File: config.mk
export PLATFORM = sky130hd
export DESIGN_NAME = data_mem_bridge
export DESIGN_NICKNAME = d
export VERILOG_FILES = /design/src/rtl/data_mem_bridge.sv
export SDC_FILE = /design/constraint.sdc
export NUM_CORES = 1
export LEC_CHECK = 0
export BUFFER_PORTS_ARGS = -buffer_cell sky130_fd_sc_hd__buf_2
export CAP_MARGIN = 10
export CELL_PAD_IN_SITES_DETAIL_PLACEMENT = 1
export CELL_PAD_IN_SITES_GLOBAL_PLACEMENT = 2
export CORE_MARGIN = 1.5
export CORE_UTILIZATION = 29
export DETAILED_ROUTE_END_ITERATION = 7
export GPL_TIMING_DRIVEN = 0
export PLACE_DENSITY = 0.93
export SKIP_LAST_GASP = 1
export SLEW_MARGIN = 20
export SYNTH_ARGS = -nofsm -noshare
export SYNTH_HDL_FRONTEND = slang
export SYNTH_SLANG_ARGS = --single-unit
export TNS_END_PERCENT = 30
File: constraint.sdc
create_clock -name clk -period 5.2 [get_ports clk]
set_input_delay 1.04 -clock clk [delete_from_list [all_inputs] [get_ports clk]]
set_output_delay 1.04 -clock clk [all_outputs]
set_load 0.05 [all_outputs]
File: src/rtl/data_mem_bridge.sv
// Bridges the core's single-cycle load/store request onto a valid/ready data bus.
// Stalls the core while the access is outstanding and flags misaligned or timed-out accesses.
module data_mem_bridge #(
    parameter int ADDR_W  = 32,
    parameter int DATA_W  = 32,
    parameter int TIMEOUT = 255
) (
    input  logic              clk,
    input  logic              rst,
    input  logic [ADDR_W-1:0] cpu_addr,
    input  logic [DATA_W-1:0] cpu_wdata,
    input  logic              cpu_we,
    input  logic              cpu_re,
    output logic [DATA_W-1:0] cpu_rdata,
    output logic              stall,
    output logic              bus_err,
    output logic              bus_valid,
    output logic              bus_write,
    output logic [ADDR_W-1:0] bus_addr,
    output logic [DATA_W-1:0] bus_wdata,
    input  logic              bus_ready,
    input  logic [DATA_W-1:0] bus_rdata
);

    localparam int CNT_W = $clog2(TIMEOUT + 1);
    localparam logic [CNT_W-1:0] CNT_MAX = CNT_W'(TIMEOUT);

    typedef enum logic [1:0] {
        IDLE = 2'd0,
        REQ  = 2'd1,
        DONE = 2'd2
    } state_t;

    state_t           state;
    state_t           state_nx;
    logic [CNT_W-1:0] cnt;
    logic             err_flag;
    logic             err_nx;
    logic             req;
    logic             aligned;
    logic             expired;

    assign req     = cpu_we | cpu_re;
    assign aligned = (cpu_addr[1:0] == 2'b00);
    assign expired = (cnt == CNT_MAX);

    // Reset gating keeps stall low while the core is itself held in reset.
    assign stall   = rst & (((state == IDLE) & req) | (state == REQ));
    assign bus_err = err_flag;

    always_ff @(posedge clk or negedge rst) begin
        if (!rst) begin
            state <= IDLE;
        end else begin
            state <= state_nx;
        end
    end

    always_comb begin
        state_nx = state;
        err_nx   = 1'b0;
        case (state)
            IDLE: begin
                if (req) begin
                    if (aligned) begin
                        state_nx = REQ;
                    end else begin
                        state_nx = DONE;
                        err_nx   = 1'b1;
                    end
                end
            end
            REQ: begin
                if (bus_ready) begin
                    state_nx = DONE;
                end else if (expired) begin
                    state_nx = DONE;
                    err_nx   = 1'b1;
                end
            end
            DONE: begin
                state_nx = IDLE;
            end
            default: begin
                state_nx = IDLE;
            end
        endcase
    end

    always_ff @(posedge clk or negedge rst) begin
        if (!rst) begin
            cnt       <= '0;
            err_flag  <= 1'b0;
            cpu_rdata <= '0;
            bus_valid <= 1'b0;
            bus_write <= 1'b0;
            bus_addr  <= '0;
            bus_wdata <= '0;
        end else begin
            err_flag <= err_nx;
            case (state)
                IDLE: begin
                    if (req) begin
                        bus_write <= cpu_we;
                        bus_addr  <= {cpu_addr[ADDR_W-1:2], 2'b00};
                        bus_wdata <= cpu_wdata;
                        bus_valid <= aligned;
                        cnt       <= '0;
                        if (!aligned && !cpu_we) begin
                            cpu_rdata <= '0;
                        end
                    end
                end
                REQ: begin
                    if (bus_ready) begin
                        bus_valid <= 1'b0;
                        if (!bus_write) begin
                            cpu_rdata <= bus_rdata;
                        end
                    end else if (expired) begin
                        bus_valid <= 1'b0;
                        if (!bus_write) begin
                            cpu_rdata <= '0;
                        end
                    end else begin
                        cnt <= cnt + 1'b1;
                    end
                end
                default: begin
                end
            endcase
        end
    end

endmodule

# == Word-level counts from Yosys, hierarchy flattened ==
# Cells that the tools add are included.
# Widths: inputs -> output; s select.
# word_totals
input_bits,101
word_cells,58
regBits,107
out_inout_bits,100
# classes
n_reduce_logical,11
bitwise,4
addsub,1
eq_ne,9
muxes,25
# op_table
operator,n
$mux 32,6
$pmux 32 s2,1
$mux 8,3
$pmux 8 s2,1
$ne 3x3->1 const B,3
$add 8x1->8 const B,1
$eq 8x8->1 const B,1
$mux 2,4
$mux 1,7
$ne 2x2->1 const B,3
$reduce_and 6->1,1
$logic_not 2->1,2
$pmux 1 s2,2
$pmux 2 s2,1
$reduce_and 2->1,2
$reduce_and 4->1,1
$reduce_and 3->1,1
$and 1x1->1,2
$eq 2x1->1 const B,1
$logic_not 1->1,2
$ne 2x1->1 const B,1
$or 1x1->1,2
$reduce_bool 2->1,1
$logic_and 1x1->1,1

# == Logic depth before layout (Yosys ltp) ==
# Gate-level depths: netlist of the first run.
# depth
word_depth,6
ltp_mapped,6

# == Worst setup path before layout of the first run ==
# OpenSTA, ideal clock, no wires.
# synth_timing
kind,input port to output port
startpoint,input port cpu_re
endpoint,output port stall
slack_ns,2.495
arrival_ns,1.665
path_stages,3
n_path_buf,0
t_required_ns,4.160
cell_sequence,nor2_1 > a21oi_1 > and2_1
# synth_via
elab_chain_len,4
# synth_rtl
item,line,source
from (decl),13,"input logic cpu_re,"
$or 1x1->1,43,assign req = cpu_we | cpu_re;
$and 1x1->1,48,assign stall = rst & (((state == IDLE) & req) | (state == REQ));
$or 1x1->1,48,
$and 1x1->1,48,
to (decl),15,"output logic stall,"
# No other way between the ends.

# == Worst setup path in the final report of the first run ==
# layout_timing
startpoint,input port rst
endpoint,output port stall
# layout_via
elab_chain_len,1
# layout_rtl
item,line,source
from (decl),9,"input logic rst,"
$and 1x1->1,48,
# No other way between the ends.

==> results of run 1 <==
## layout by cell type, fill, tap and decap left out, types with 3 or more instances in the layout
cell type	count
nand2_1	223
buf_2	205
dfrtp_1	107
inv_1	34
mux2i_1	34
clkbuf_1	11
clkbuf_16	9
nor2_1	8
and2_1	5
nand3_1	4
a21oi_1	4
o21ai_0	3
buf_8	3
## routing by layer
| metal | up-vias | part of all wire [%] |
|---|---|---|
| met5 | - | 0 |
| met4 | 0 | 2.4 |
| met3 | 19 | 6.4 |
| met2 | 128 | 50 |
| met1 | 1912 | 41 |
| li1 | 1883 | - |
## kinds of logic after synthesis
| logic type | count (synthesis) | share of synthesized area, % |
|---|---|---|
| AOI/OAI and AO/OA | 18 | 2.788 |
| DFF | 107 | 59.66 |
| other | 1 | 0.08356 |
| muxes | 34 | 7.583 |
| xor gates and xnor gates | 2 | 0.3904 |
| and+or+nand+nor | 253 | 23.31 |
| buffers and inverters | 57 | 5.910 |
| adders and majority gates | 1 | 0.2787 |
## worst register-to-register path: cells and delay by family (launching register included)
kind	cells	cell delay, ps
buffers and inverters	1	180
multiplexers	1	230
flip-flops	1	390
AND/OR/NAND/NOR	3	750
adder cells (fa/ha/maj)	1	240
## final cells by class
class                   instances  share of cell area [%]
diodes                          1                 0.04130
well taps                     188                   3.882
clock inverters                 5                   1.032
repair buffers                199                   16.91
clock buffers                  11                   4.006
plain buffers                  23                   2.271
flip-flops and latches        107                   44.19
multi-input cells             310                   25.56
inverters                      34                   2.106
## synth_stat cells
master and number:
a21oi_1 4, a21oi_2 1, a22o_1 1, and2_1 5, and3_1 1, and4b_1 1, buf_2 8, buf_4 2
buf_8 3, clkbuf_1 10, conb_1 1, dfrtp_1 107, ha_1 1, inv_1 34, mux2i_1 34, nand2_1 223
nand2b_1 1, nand3_1 4, nand3_2 1, nand3b_1 1, nand4_1 1, nand4_2 1, nand4_4 1, nor2_1 8
nor2b_1 1, nor3_1 1, nor3b_4 1, o2111ai_1 1, o211ai_1 2, o21ai_0 3, o21ai_1 1, o21ai_4 1
o22ai_1 2, o31ai_1 2, or3_1 1, or3_4 1, xor2_1 2
## sequential cells by signal, summed over array words and instances, names as in the netlist
register   flops
state          2
bus_valid      1
bus_write      1
cnt            8
bus_err        1
bus_wdata     32
cpu_rdata     32
bus_addr      30
## power groups by stage
stage	registers, uW	clock network (uW)	logic (uW)
floorplan	1840	0	314
global placement	1140	0	1370
detailed placement	1160	0	1400
CTS	1150	738	1400
global route	1170	761	1470
finish	1140	704	1380
## worst paths after layout
check                              start       endpoint  slack [ps]  cells after the start
hold reg to reg            bus_wdata[28]  bus_wdata[28]         480                      2
setup reg to reg                  cnt[0]  cpu_rdata[19]        3340                      6
setup / recovery                     rst          stall        1910                      4
hold / removal             bus_wdata[28]  bus_wdata[28]         480                      2
max in group asynchronous            rst   bus_addr[13]        3900                      2
min in group asynchronous            rst  cpu_rdata[16]         630                      1
## stage by stage
step	std cells	total power (uW)	setup WS [ps]	hold WS [ps]	area, sq um
global route	878	3406	1754	502.1	6060
CTS	877	3285	1837	482.7	6057
finish	878	3227	1909	475.2	6060
detailed placement	861	2556	1842	462.6	5752
floorplan	474	2159	2495	479.0	4492
global placement	860	2512	687.1	453.9	5718
==> run summary, run 1 <==
status: completed
CTS buffer count: 9
Seq/Total Area, Yosys: 59.66%
endpoints failing setup: 0
Final #Nets: 786
first-pass GRT wire length: 20420 microns
CP peak stage delay: 400 ps
FF+latch count, synth: 107
Residual DRC: 0
M1 GR Usage: 18.53%
Multi-input gate area: 0.001549 sq mm
GRT busiest layer: met2
Clock Path Buffers: 2
# hold bufs at CTS: 0
Sequential Area: 0.002678 sq mm
P&R area growth vs syn: 35.02%
Synth area leaders: dfrtp_1 (60%), nand2_1 (19%), mux2i_1 (7.6%), inv_1 (2.8%), buf_8 (1.0%)
All-Layer GR Usage: 15.92%
CP required: 4160 ps
Slew Limit Headroom: 60.43%
CP Buf/Inv Count: 3
Final Util: 40.01%
port buffer count: 198
RePlAce Congestion: 0.7556
critical path launch point type: primary input
Setup Skew: 7.529 ps
CTS resizes: 0
grt ovf: 0
I/O pins: 201
Sw Pwr: 1502 uW
Distinct cells, synth: 37
delay-heaviest family, CP: buffers and inverters
CP Data Arrival Time: 2250 ps
die width: 127.4 microns
vias in the first global route: 4153
Int Power: 1725 uW
final period utilization: 63.30%
largest net degree at the start of global routing: 56
Die Y: 127.4 microns
TritonCTS clock tree: done
Pre-Repair DR Iteration Count: 4
Vias: 3942
Worst Hold Class: reg -> reg
CP endpoint kind: output port
fin crit period: 3291 ps
Syn Std Cell Area: 0.004488 sq mm
die footprint: 0.01623 sq mm
Final Hold Fails: 0
DP HPWL: 9701 microns
GR Util met3: 4.020%
Initial DRC Count: 79
Comb power frac: 42.7%
Max Cap Viol: 0
antenna viol nets, final: 0
setup TNS: 0 ps
cell row count: 45
Warnings, synthesis: 0
Post-Route WL: 12660 microns
Worst Path Max Fanout: 55
Max VDD drop: 0.0002711 V
switching share of total power: 46.54%
fin. max-slew vios: 0
# H-tree levels: 3
Clock Sinks: 107
RSZ-0062 raised after global routing: no
Flop pwr share: 35.5%
Worst-Skew Late Latency: 350 ps
Fillers: 1829
Core ar.: 0.01515 sq mm
Achievable Freq: 0.3038 GHz
syn_area_per_cell: 9.488 sq um
clock transition at the registers of the reported paths: 70 ps
worst-margin pin slew: 589.0 ps
Vias/cell: 4.490
Power Dens Cells: 532.6 mW/mm^2
slowest cell on the critical path: buf_6
leakage: 0.003446 uW
Yosys top cell area share: 59.66%
initial antenna violation count: 1
Post-CTS Setup Inserts: 0
Initial Utilization: 29.63%
Synth area leader: dfrtp_1
met2 GRT Util: 27.85%
CP Cell Sequence: buf_6 > buf_16 > and2_1 > buf_2
share of cells above drive strength 1: 33.96%
Synth Instances: 473
CP Class: in -> out
Clock Power Share: 21.8%
Wirelength per Cell: 14.41 microns
CTS root buf: clkbuf_16
Power figures use the tool's default switching activity.
==> inputs of run 2 (changes only) <==
- ABC_AREA: default -> 1
- CORE_UTILIZATION: 29 -> 23
- PLACE_DENSITY: 0.93 -> 0.83
- clock period: 5.2 -> 2.9 ns (I/O delays scaled with it)
==> run 2 against run 1 <==
Net effect: clock-buffer cell count shrank 1; clock power is 89% higher; global-route usage shrank 2.1 points; cell area rose by 4.2%; sequential cell count is the same; via count rose by 12%; area after synthesis grew 3.2%; power increased by 120%; sequential power grew 96%; non-clock buffer count is 11 higher; critical path depth up 2.
==> run summary, run 2 <==
fin worst setup slack: 386.6 ps (-1522 ps)
RR Startpoint: cnt[0]
final hold slack: 214.5 ps (-260.7 ps)
Max VDD drop: 0.0002741 V (+1.1%)
Largest regs: bus_wdata (32), cpu_rdata (32), bus_addr (30)
# hold bufs at CTS: 0 (unchanged)
Worst Path Max Fanout: 10 (-82%)
CP required: 2320 ps (-1840 ps)
DP HPWL: 10550 microns (+8.8%)
CP endpoint kind: output port
# H-tree levels: 3 (unchanged)
Residual DRC: 0 (unchanged)
Post-Route WL: 14520 microns (+15%)
cell row count: 51 (+13%)
Synth area leaders: dfrtp_1 (58%), nand2_1 (24%), nand4_1 (5.0%), nor2_1 (3.5%), buf_2 (1.8%)
syn_area_per_cell: 8.096 sq um (-15%)
first-pass GRT wire length: 22630 microns (+11%)
I/O pins: 201 (unchanged)
status: completed
vias in the first global route: 4380 (+5.5%)
clock transition at the registers of the reported paths: 80 ps (about the same)
P&R area growth vs syn: 36.29%
Routed met3 length: 909 microns (+13%)
number of synthesized flops with an enable pin: 0 (unchanged)
setup TNS: 0 ps (unchanged)
final period utilization: 86.67%
Clock Path Buffers: 2 (unchanged)
Max Cap Viol: 0 (unchanged)
Clock Sinks: 107 (unchanged)
most frequent cells in the layout: nand2_1 (301), buf_2 (213), dfrtp_1 (107)
met1 WL: 6658 microns (+27%)
All-Layer GR Usage: 13.83% (-2.1 points)
CP Data Arrival Time: 1930 ps (-320 ps)
most common cell in the netlist: nand2_1
Post-CTS Setup Inserts: 0 (unchanged)
fin. max-slew vios: 0 (unchanged)
Vias/cell: 4.188 (-6.7%)
CTS root buf: clkbuf_16
R2R setup slack: 930 ps (-2410 ps)
post-synthesis async set-or-reset flop share: 100.0% (unchanged)
Achievable Freq: 0.3979 GHz
reg-to-reg endpoint: cpu_rdata[30]
FF+latch count, synth: 107 (unchanged)
die width: 144.9 microns (+14%)
Wirelength per Cell: 13.78 microns (-4.4%)
CTS resizes: 0 (unchanged)
Final Hold Fails: 0 (unchanged)
critical path launch point type: flop
Setup Skew: 9.361 ps (+1.832 ps)
leading cell type in the layout, fill and taps excluded: nand2_1
Die Y: 144.9 microns (+14%)
Register-to-Register Path Depth: 9 (+3)
DP Worst Slack: 414.2 ps (-1428 ps)
Seq/Total Area, Yosys: 57.82% (-1.8 points)
initial antenna violation count: 2 (+1)
crit path launch: state[1]
Distinct cells, synth: 26 (-30%)
CTS buffer count: 9 (unchanged)
Worst Hold Class: in -> async
WL met2: 6686 microns (+5.9%)
Syn Std Cell Area: 0.004631 sq mm (+3.2%)
die footprint: 0.02099 sq mm (+29%)
leakage: 0.003597 uW (+4.4%)
Core ar.: 0.01959 sq mm (+29%)
Yosys top cell area share: 57.82% (-1.8 points)
fin crit period: 2513 ps
Fillers: 2454 (+34%)
grt ovf: 0 (unchanged)
Initial Utilization: 23.64% (-6.0 points)
RePlAce Congestion: 0.7121 (-5.8%)
Vias: 4414 (+12%)
Synth area leader: dfrtp_1
share of cells above drive strength 1: 30.75% (-3.2 points)
Pre-Repair DR Iteration Count: 4 (unchanged)
Warnings, synthesis: 0 (unchanged)
Highest Signal Layer: met5
RSZ-0062 raised after global routing: no
Initial DRC Count: 205 (+160%)
Post-synth top cells: nand2_1 (301), dfrtp_1 (107), nor2_1 (43), nand4_1 (37), buf_2 (17)
Power Dens Cells: 1140 mW/mm^2 (+110%)
Final #Nets: 884 (+12%)
Slew Limit Headroom: 60.77% (+0.34 points)
predominant post-synthesis flop cell: dfrtp_1
worst-margin pin slew: 588.4 ps (-0.5870 ps)
CP Class: reg -> out
antenna viol nets, final: 0 (unchanged)
Worst-Skew Late Latency: 350 ps (about the same)
Synth Instances: 572 (+21%)
TritonCTS clock tree: done
endpoints failing setup: 0 (unchanged)
largest net degree at the start of global routing: 60 (+7.1%)
port buffer count: 197 (-0.51%)
run 2: changes by cell type after synthesis, sizes merged, moves of 5 or more:
cell	delta
inv	-20
o21ai	+8
mux2i	-34
nand4	+34
clkbuf	+5
buf	+7
nor2	+36
nand2	+81
and2	-5
run 2: worst max-delay path, stage by stage (launching register included):
cell	delay (ps)
dfrtp_1	400
inv_2	60
nand2_1	80
nor2_1	320
buf_2	330
o21a_1	140
buf_2	260
run 2: worst max-delay path by stage:
stage | end | depth (start not counted)
detailed placement | stall | 4
global route | stall | 6
CTS | stall | 6
global placement | stall | 3
floorplan | stall | 4
finish | stall | 6
run 2: layer usage:
layer | global-route usage, % | vias up
met1 | 17.88 | 2064
met5 | 0 | -
met2 | 22.51 | 119
met3 | 3.159 | 16
met4 | 5.157 | 2
li1 | - | 2213
run 2: cells by family (layout without fill, tap and decap cells):
group	after synthesis	after routing	synth area share (%)
AND/OR/NAND/NOR	392	392	34.31
flip-flops	107	107	57.82
buffers and inverters	50	264	4.674
AO/OA/AOI/OAI	21	21	2.837
adder cells (fa/ha/maj)	1	1	0.2702
other	1	4	0.08098
run 2: cell type report:
type | instances | area [sq um] | share of cell area (%)
flip-flops and latches | 107 | 2678 | 42.43
plain buffers | 35 | 160.2 | 2.538
diodes | 2 | 5.005 | 0.07930
well taps | 265 | 331.6 | 5.254
multi-input cells | 416 | 1740 | 27.58
clock buffers | 10 | 239.0 | 3.787
repair buffers | 198 | 1020 | 16.16
clock inverters | 6 | 81.33 | 1.289
inverters | 15 | 56.30 | 0.8921
run 2: through the flow:
stage | utilization (%) | cells | cell area, sq um | power, uW
global placement | 30.38 | 1035 | 5952 | 5889
detailed placement | 30.56 | 1036 | 5986 | 5952
global route | 32.19 | 1052 | 6306 | 7660
CTS | 32.19 | 1052 | 6306 | 7321
finish | 32.22 | 1054 | 6311 | 7192
floorplan | - | 573 | 4634 | 4922
run 2: report_power, final:
part / switching [uW] / internal, uW / leakage (uW) / total (uW)
clock: 611 / 716 / 0.000159 / 1330
combinational: 2880 / 736 / 0.00206 / 3620
sequential: 250 / 1990 / 0.00138 / 2240
total: 3750 / 3450 / 0.00360 / 7190
